## src/rtl/gray_conv_seq.sv

```systemverilog
// rtl/gray_conv_seq.sv - handshaked binary/Gray converter with chunked Gray->binary and Gray increment
// Optional dout_par output (XOR of dout) is enabled by defining GRAY_PARITY_EN.
module gray_conv_seq #(
  parameter int WIDTH = 16,
  parameter int CHUNK = 4
) (
  input  logic             clk,
  input  logic             rst,
  input  logic             in_valid,
  output logic             in_ready,
  input  logic [1:0]       mode,
  input  logic [WIDTH-1:0] din,
  output logic             out_valid,
  input  logic             out_ready,
  output logic [WIDTH-1:0] dout,
  output logic             busy
`ifdef GRAY_PARITY_EN
  ,
  output logic             dout_par
`endif
);

  localparam int NCH = WIDTH / CHUNK;
  localparam int IW  = (NCH > 1) ? $clog2(NCH) : 1;
  localparam logic [IW-1:0] LAST_IDX = IW'(NCH - 1);

  localparam logic [1:0] M_B2G  = 2'b00;
  localparam logic [1:0] M_G2B  = 2'b01;
  localparam logic [1:0] M_GINC = 2'b10;
  localparam logic [1:0] M_PASS = 2'b11;

  typedef enum logic [1:0] {S_IDLE, S_CONV, S_FIN, S_DONE} state_t;

  state_t           r_state;
  state_t           w_state_nxt;
  logic [1:0]       r_mode;
  logic [WIDTH-1:0] r_g;
  logic [WIDTH-1:0] r_bin;
  logic             r_par;
  logic [IW-1:0]    r_idx;
  logic [WIDTH-1:0] r_dout;
  logic             r_out_valid;

  logic [WIDTH-1:0] w_dout_nxt;
  logic             w_dout_ld;
  logic [CHUNK-1:0] w_bchunk;
  logic             w_p;
  logic [WIDTH-1:0] w_bin_nxt;
  logic [WIDTH-1:0] w_inc;

  // r_g is shifted left each CONV cycle, so the chunk being resolved is always at the top.
  always_comb begin
    w_p      = r_par;
    w_bchunk = '0;
    for (int j = CHUNK - 1; j >= 0; j--) begin
      w_p         = w_p ^ r_g[WIDTH-CHUNK+j];
      w_bchunk[j] = w_p;
    end
  end

  assign w_bin_nxt = (r_bin << CHUNK) | WIDTH'(w_bchunk);
  assign w_inc     = r_bin + WIDTH'(1);

  always_comb begin
    w_state_nxt = r_state;
    w_dout_nxt  = r_dout;
    w_dout_ld   = 1'b0;
    case (r_state)
      S_IDLE: begin
        if (in_valid) begin
          if (mode == M_B2G || mode == M_PASS) begin
            w_dout_nxt  = (mode == M_B2G) ? (din ^ (din >> 1)) : din;
            w_dout_ld   = 1'b1;
            w_state_nxt = S_DONE;
          end else begin
            w_state_nxt = S_CONV;
          end
        end
      end
      S_CONV: begin
        if (r_idx == LAST_IDX) begin
          if (r_mode == M_G2B) begin
            w_dout_nxt  = w_bin_nxt;
            w_dout_ld   = 1'b1;
            w_state_nxt = S_DONE;
          end else begin
            w_state_nxt = S_FIN;
          end
        end
      end
      S_FIN: begin
        w_dout_nxt  = w_inc ^ (w_inc >> 1);
        w_dout_ld   = 1'b1;
        w_state_nxt = S_DONE;
      end
      S_DONE: begin
        if (out_ready) begin
          w_state_nxt = S_IDLE;
        end
      end
      default: w_state_nxt = S_IDLE;
    endcase
  end

  always_ff @(posedge clk or posedge rst) begin
    if (rst) begin
      r_state     <= S_IDLE;
      r_mode      <= M_B2G;
      r_g         <= '0;
      r_bin       <= '0;
      r_par       <= 1'b0;
      r_idx       <= '0;
      r_dout      <= '0;
      r_out_valid <= 1'b0;
    end else begin
      r_state     <= w_state_nxt;
      r_out_valid <= (w_state_nxt == S_DONE);
      if (w_dout_ld) begin
        r_dout <= w_dout_nxt;
      end
      case (r_state)
        S_IDLE: begin
          if (in_valid) begin
            r_mode <= mode;
            r_g    <= din;
            r_bin  <= '0;
            r_par  <= 1'b0;
            r_idx  <= '0;
          end
        end
        S_CONV: begin
          r_g   <= r_g << CHUNK;
          r_bin <= w_bin_nxt;
          r_par <= w_p;
          r_idx <= r_idx + IW'(1);
        end
        default: ;
      endcase
    end
  end

`ifdef GRAY_PARITY_EN
  logic r_dout_par;

  always_ff @(posedge clk or posedge rst) begin
    if (rst) begin
      r_dout_par <= 1'b0;
    end else if (w_dout_ld) begin
      r_dout_par <= ^w_dout_nxt;
    end
  end

  assign dout_par = r_dout_par;
`endif

  assign in_ready  = (r_state == S_IDLE);
  assign busy      = (r_state == S_CONV) || (r_state == S_FIN);
  assign out_valid = r_out_valid;
  assign dout      = r_dout;

endmodule
```

## config.mk

```make
export PLATFORM = sky130hd
export DESIGN_NAME = gray_conv_seq
export DESIGN_NICKNAME = d
export VERILOG_FILES = /design/src/rtl/gray_conv_seq.sv
export SDC_FILE = /design/constraint.sdc
export NUM_CORES = 1
export LEC_CHECK = 0
export BUFFER_PORTS_ARGS = -buffer_cell sky130_fd_sc_hd__buf_2
export CAP_MARGIN = 25
export CORE_ASPECT_RATIO = 1.1
export CORE_MARGIN = 3
export CORE_UTILIZATION = 30
export DETAILED_ROUTE_END_ITERATION = 10
export HOLD_SLACK_MARGIN = 0.03
export PLACE_DENSITY = 0.54
export SLEW_MARGIN = 10
export SYNTH_ARGS = -nofsm -noshare
export SYNTH_HDL_FRONTEND = slang
export SYNTH_SLANG_ARGS = --single-unit
export TNS_END_PERCENT = 30
```

## constraint.sdc

```tcl
create_clock -name clk -period 3.1 [get_ports clk]
set_clock_uncertainty 0.05 [all_clocks]
set_input_delay 0.31 -clock clk [delete_from_list [all_inputs] [get_ports clk]]
set_output_delay 0.31 -clock clk [all_outputs]
set_load 0.005 [all_outputs]
```

# == After elaboration in Yosys (flattened, before gate mapping) ==
# Index checks and enable logic that the tools add are counted.
# op_classes
n_addsub,2
eq_ne,11
muxes,25
bitwise,7
n_reduce_logical,9
# op_table
cell,count
2-to-1 mux 16 bit,7
one-hot mux 16 bit (2 select lines),2
one-hot mux 16 bit (3 select lines),1
XOR 16 x 15 -> 16 bit,2
adder 16 x 1 -> 16 bit (second input constant),1
OR 16 x 4 -> 16 bit,1
== test 2 bit (second input constant),5
2-to-1 mux 2 bit,5
one-hot mux 2 bit (4 select lines),1
2-to-1 mux 1 bit,6
inequality test 2 bit (second input constant),3
AND reduction 6 bit,1
== test 2 x 1 -> 1 bit (second input constant),2
logical NOT 2 bit,2
one-hot mux 2 bit (2 select lines),1
AND reduction 2 bit,2
XOR 1 bit,4
one-hot mux 1 bit (3 select lines),1
nonzero test 3 bit,1
adder 2 x 1 -> 2 bit (second input constant),1
logical OR 1 bit,2
inequality test 2 x 1 -> 1 bit (second input constant),1
one-hot mux 1 bit (2 select lines),1
nonzero test 2 bit,1
# word_totals
reg_bits,56
in_bits,22

# == Logic depth before layout (Yosys ltp) ==
# depth
word_depth,8
mapped_depth,10
depth_no_buf,7

# == Worst setup path before layout ==
# OpenSTA, ideal clock, no wires.
# synth_timing
path_type,register to register
from,reg r_state[1]
to,"reg r_dout[12], in the netlist dout[12]"
setup_ps,69
t_arrival_ps,2039
path_slack_ps,942
stages_incl_launch_ff,8
synth_period_minus_slack_ps,2158
path_cell_list,dfrtp_1 inv_1 ha_1 clkbuf_8 clkinv_1 nor4_4 or4b_1 nand3_1
# synth_via
elab_chain_len,3
elab_cells_between_ends,11
classes_between,6 x eq/ne; 2 x mux; 3 x reduce/logical
# synth_rtl
item,line_no,source
"start, declared",34,state_t r_state;
"start signal, assigned",116,r_state <= w_state_nxt;
"== test 2 bit, or another cell as far along",68,case (r_state)
"one-hot mux 1 bit (3 select lines), or another cell as far along",68,
AND reduction 6 bit (no source line),n/a,
"end signal, assigned",119,r_dout <= w_dout_nxt;
"end, declared",41,logic [WIDTH-1:0] r_dout;
# Parallel ways exist; a longest one is shown, timed or not.
# A chain may end at the register's enable or synchronous reset.

==> run summary <==
For the initial antenna violation count, the log shows 0. After detailed routing, the number of vias per cell comes to 5.29. After Yosys synthesis, full adders, half adders and majority gates account for 2.43% of the synthesized area. On the final layout, the worst hold slack is 16.2 ps. The post-synthesis cell area came out at 3600 sq um.

Row generation in the floorplan step produced 41 rows. The worst setup path is captured at a flop. Area share of the largest cell type after synthesis: 38.2%. After Yosys synthesis, and, or, nand and nor cells account for 18.0% of the synthesized area. Global routing consumed, over all layers together, 14.3% of the routing resources.

Of all flip-flops after synthesis, the portion carrying an async set or reset was 100%. The worst setup path category was reg2reg. The first global-routing pass estimated 15.4 mm of wire.

Measured in cells, the most critical reg-to-reg path has a length of 6. For the pin with the worst max-slew slack, the measured transition is 740 ps. The share of final-layout standard cells stronger than drive strength 1 was 15.0%. Worst reg2reg path startpoint: r_par.

The run finished with clean final reports. Sorting the synthesized cells by area gives the leading types as sky130_fd_sc_hd__dfrtp_1 (38%), sky130_fd_sc_hd__nand2_1 (5.3%), sky130_fd_sc_hd__mux2i_1 (5.0%), sky130_fd_sc_hd__o21ai_0 (5.0%), sky130_fd_sc_hd__a22o_1 (4.6%). After clock tree synthesis, the setup repair step added 0 buffers. The count of H-tree levels built during CTS is 2.

Setup violations remaining at the end of the flow were counted as 0. The worst path setup slack after routing was 462 ps; the layout overhead on the synthesized area was 9.96%. Leaving out fill and tap cells, the most frequent cells in the layout are sky130_fd_sc_hd__dfrtp_1 (55), sky130_fd_sc_hd__nand2_1 (51), sky130_fd_sc_hd__buf_2 (40), sky130_fd_sc_hd__o21ai_0 (36), sky130_fd_sc_hd__a22o_1 (19). Once detail routing completed, the nets flagged for antenna violations numbered 0. The library cell used most frequently in the layout, excluding fill and tap cells, is sky130_fd_sc_hd__dfrtp_1. Once layout is complete, the utilization of the core stands at 34.2%. For this configuration, the core starts out at a cell density of 31.1%.

Dividing total power by cell area gives a power density of 1090 nW/um^2. The number of port buffers works out to 40. At the worst endpoint, the required time is 3260 ps.

The run gives 5 as the first-pass detailed-route iteration total. The repair_antennas step left the layout with diodes totalling 0. The run gives 64 as the distinct cell type count of the synthesized netlist. Data on the critical path arrives at its endpoint at 2790 ps. Share of cell area taken by muxes after synthesis: 5.31%.

The number of DRC violations after detailed-routing iteration 0 was 205. In this run the count of I/O pins placed on the die edge is 41. The routed layout has 2,971 vias.

The number of hold buffers added after CTS is 0. For the worst-skew pair, the clock arrives at the later sink with an insertion delay of 290 ps. The maximum resistive drop on vdd was 0.456 mV; the post-synthesis sequential element count was 55. The floorplan step defined a die boundary enclosing 13,400 sq um. In the synthesized netlist, the number of instances is 392. Timing would allow up to 0.379 GHz.

Summed over all instances, the cell type with the most area after synthesis is sky130_fd_sc_hd__dfrtp_1. The final-report hold violation count is 0. The Yosys step of the flow raised 0 warnings. Entering global routing, the biggest net connects 31 pins.

OpenSTA, run right after detailed placement, puts the worst setup slack at 502 ps. In this run the mean area of a mapped cell was 9.20 sq um. Among all flip-flop cells after synthesis, the most frequent one is sky130_fd_sc_hd__dfrtp_1. Of all nets on the critical path, the largest fanout is 17. Setup repair after global routing left no endpoint under its margin. Clock tree synthesis found a total of 55 sinks. Across the run, the number of max-cap violations was 0. The floorplan step defined a core boundary enclosing 11,600 sq um. Global routing finished with a remaining overflow of 0. Via count of the first global-routing pass: 2,798. Adding up every negative setup slack in the final design gives 0 ps. The wire length per cell after detailed routing works out to 17.0 um. After legalization and detailed placement, the total HPWL measured 7.02 mm. Routability-driven placement finished with a final weighted congestion of 0.868. The max-slew violation total from the final report is 0. The cell sitting at the root of the clock tree is a sky130_fd_sc_hd__clkbuf_16. Final critical delay including setup and external delays: 2640 ps. The net count of the mapped netlist is 421, and the floorplan die width is 111 um. Counting along the longest clock path gives a buffer depth of 2. Number of resized instances in the post-cts repair step: 0. After synthesis, flip-flops and latches occupy 38.2% of the total area.

The synthesized netlist devotes 7.60% of its cell area to XOR and XNOR gates. TritonCTS built the clock tree. STA classifies the critical path startpoint as a flop.

By area, the combinational part of the netlist is dominated by compound AO/OA/AOI/OAI gates. The number of design rule violations left after detail routing was 0; the clock slew at the register clock pins of the worst setup and hold paths was 70 ps. Dividing the final minimum period by the clock period gives 85.1%. Counting flops with a built-in enable in the synthesized netlist gives 0.

Summed over all cells, the static leakage comes to 0.00173 uW. In this run the worst setup path begins at r_par. The logs give 5 for the number of buffers created by CTS and 9.56 mm for the overall routed net length. In this run the worst hold path is classified as in2async.

The compound-cell area share of the yosys netlist was 21.4%. For this run, the post-layout net count is 440. The y dimension of the die works out to 121 um. The tools report the relative slew slack as 50.7%.
==> synthesized netlist by cell type (5+ instances only) <==
master	instances
sky130_fd_sc_hd__ha_1	7
sky130_fd_sc_hd__nand3_1	13
sky130_fd_sc_hd__and3_1	7
sky130_fd_sc_hd__a22o_1	19
sky130_fd_sc_hd__a31oi_1	7
sky130_fd_sc_hd__buf_2	5
sky130_fd_sc_hd__o21ai_0	36
sky130_fd_sc_hd__a21oi_1	13
sky130_fd_sc_hd__nor3_1	6
sky130_fd_sc_hd__xor2_1	15
sky130_fd_sc_hd__clkbuf_8	5
sky130_fd_sc_hd__clkbuf_1	18
sky130_fd_sc_hd__nand4_1	7
sky130_fd_sc_hd__dfrtp_1	55
sky130_fd_sc_hd__nand2_1	51
sky130_fd_sc_hd__inv_1	9
sky130_fd_sc_hd__xnor2_1	11
sky130_fd_sc_hd__mux2i_1	18
sky130_fd_sc_hd__nor2_1	13
==> kinds of logic (layout without fill, tap and decap cells) <==
| kind of cell | Yosys count | count (layout) |
|---|---|---|
| xor+xnor | 28 | 28 |
| compound gates | 114 | 114 |
| buf+inv | 44 | 64 |
| mux | 19 | 19 |
| fa+ha+maj | 7 | 7 |
| simple gates | 125 | 125 |
| flops | 55 | 55 |
==> routing by layer <==
layer	global-route usage (%)	wire [um]	up-vias
met5	0	0	-
met3	2.34	452	18
met4	4.93	259	0
met2	21.8	4360	90
li1	-	-	1456
met1	20.6	4490	1407
==> stage by stage <==
stage | power (uW) | instance area, sq um | cells
6_report | 4320 | 3960 | 562
5_1_grt | 4670 | 3960 | 562
4_1_cts | 4350 | 3960 | 562
3_5_place_dp | 3790 | 3820 | 554
3_3_place_gp | 3760 | 3820 | 554
2_1_floorplan | 3180 | 3600 | 392
==> cell type report <==
type | count | area, sq um
clock inverters | 2 | 12.5
clock buffers | 6 | 129
well taps | 150 | 188
multi-input cells | 293 | 1980
flip-flops and latches | 55 | 1380
fillers | 1248 | 7630
inverters | 10 | 37.5
repair buffers | 46 | 245
==> worst max-delay path: stages, from the launching register on <==
cell and delay (ps):
sky130_fd_sc_hd__dfrtp_1 720, sky130_fd_sc_hd__ha_1 520, sky130_fd_sc_hd__inv_1 180, sky130_fd_sc_hd__or4_1 540, sky130_fd_sc_hd__a31oi_1 190, sky130_fd_sc_hd__o31ai_1 130
sky130_fd_sc_hd__a41oi_1 230
==> report_power, final <==
| group | switching, uW | internal (uW) |
|---|---|---|
| clock | 258 | 299 |
| sequential | 406 | 1050 |
| combinational | 1360 | 936 |
==> sequential cells by signal, summed over array words and instances (netlist names) <==
| register | flops |
|---|---|
| dout | 16 |
| r_g | 16 |
| r_bin | 15 |
| r_idx | 2 |
| r_mode | 2 |
| r_state | 2 |
| out_valid | 1 |
| r_par | 1 |
==> worst paths after layout <==
check	endpoint	slack [ps]
worst max register to register	dout[8]	460
max in group asynchronous	dout[8]	2140
min in group clk	r_g[0]	230
worst min-delay path	r_bin[6]	20
worst min register to register	r_g[11]	430
worst max-delay path	dout[8]	460
(Power assumes the default switching activity.)
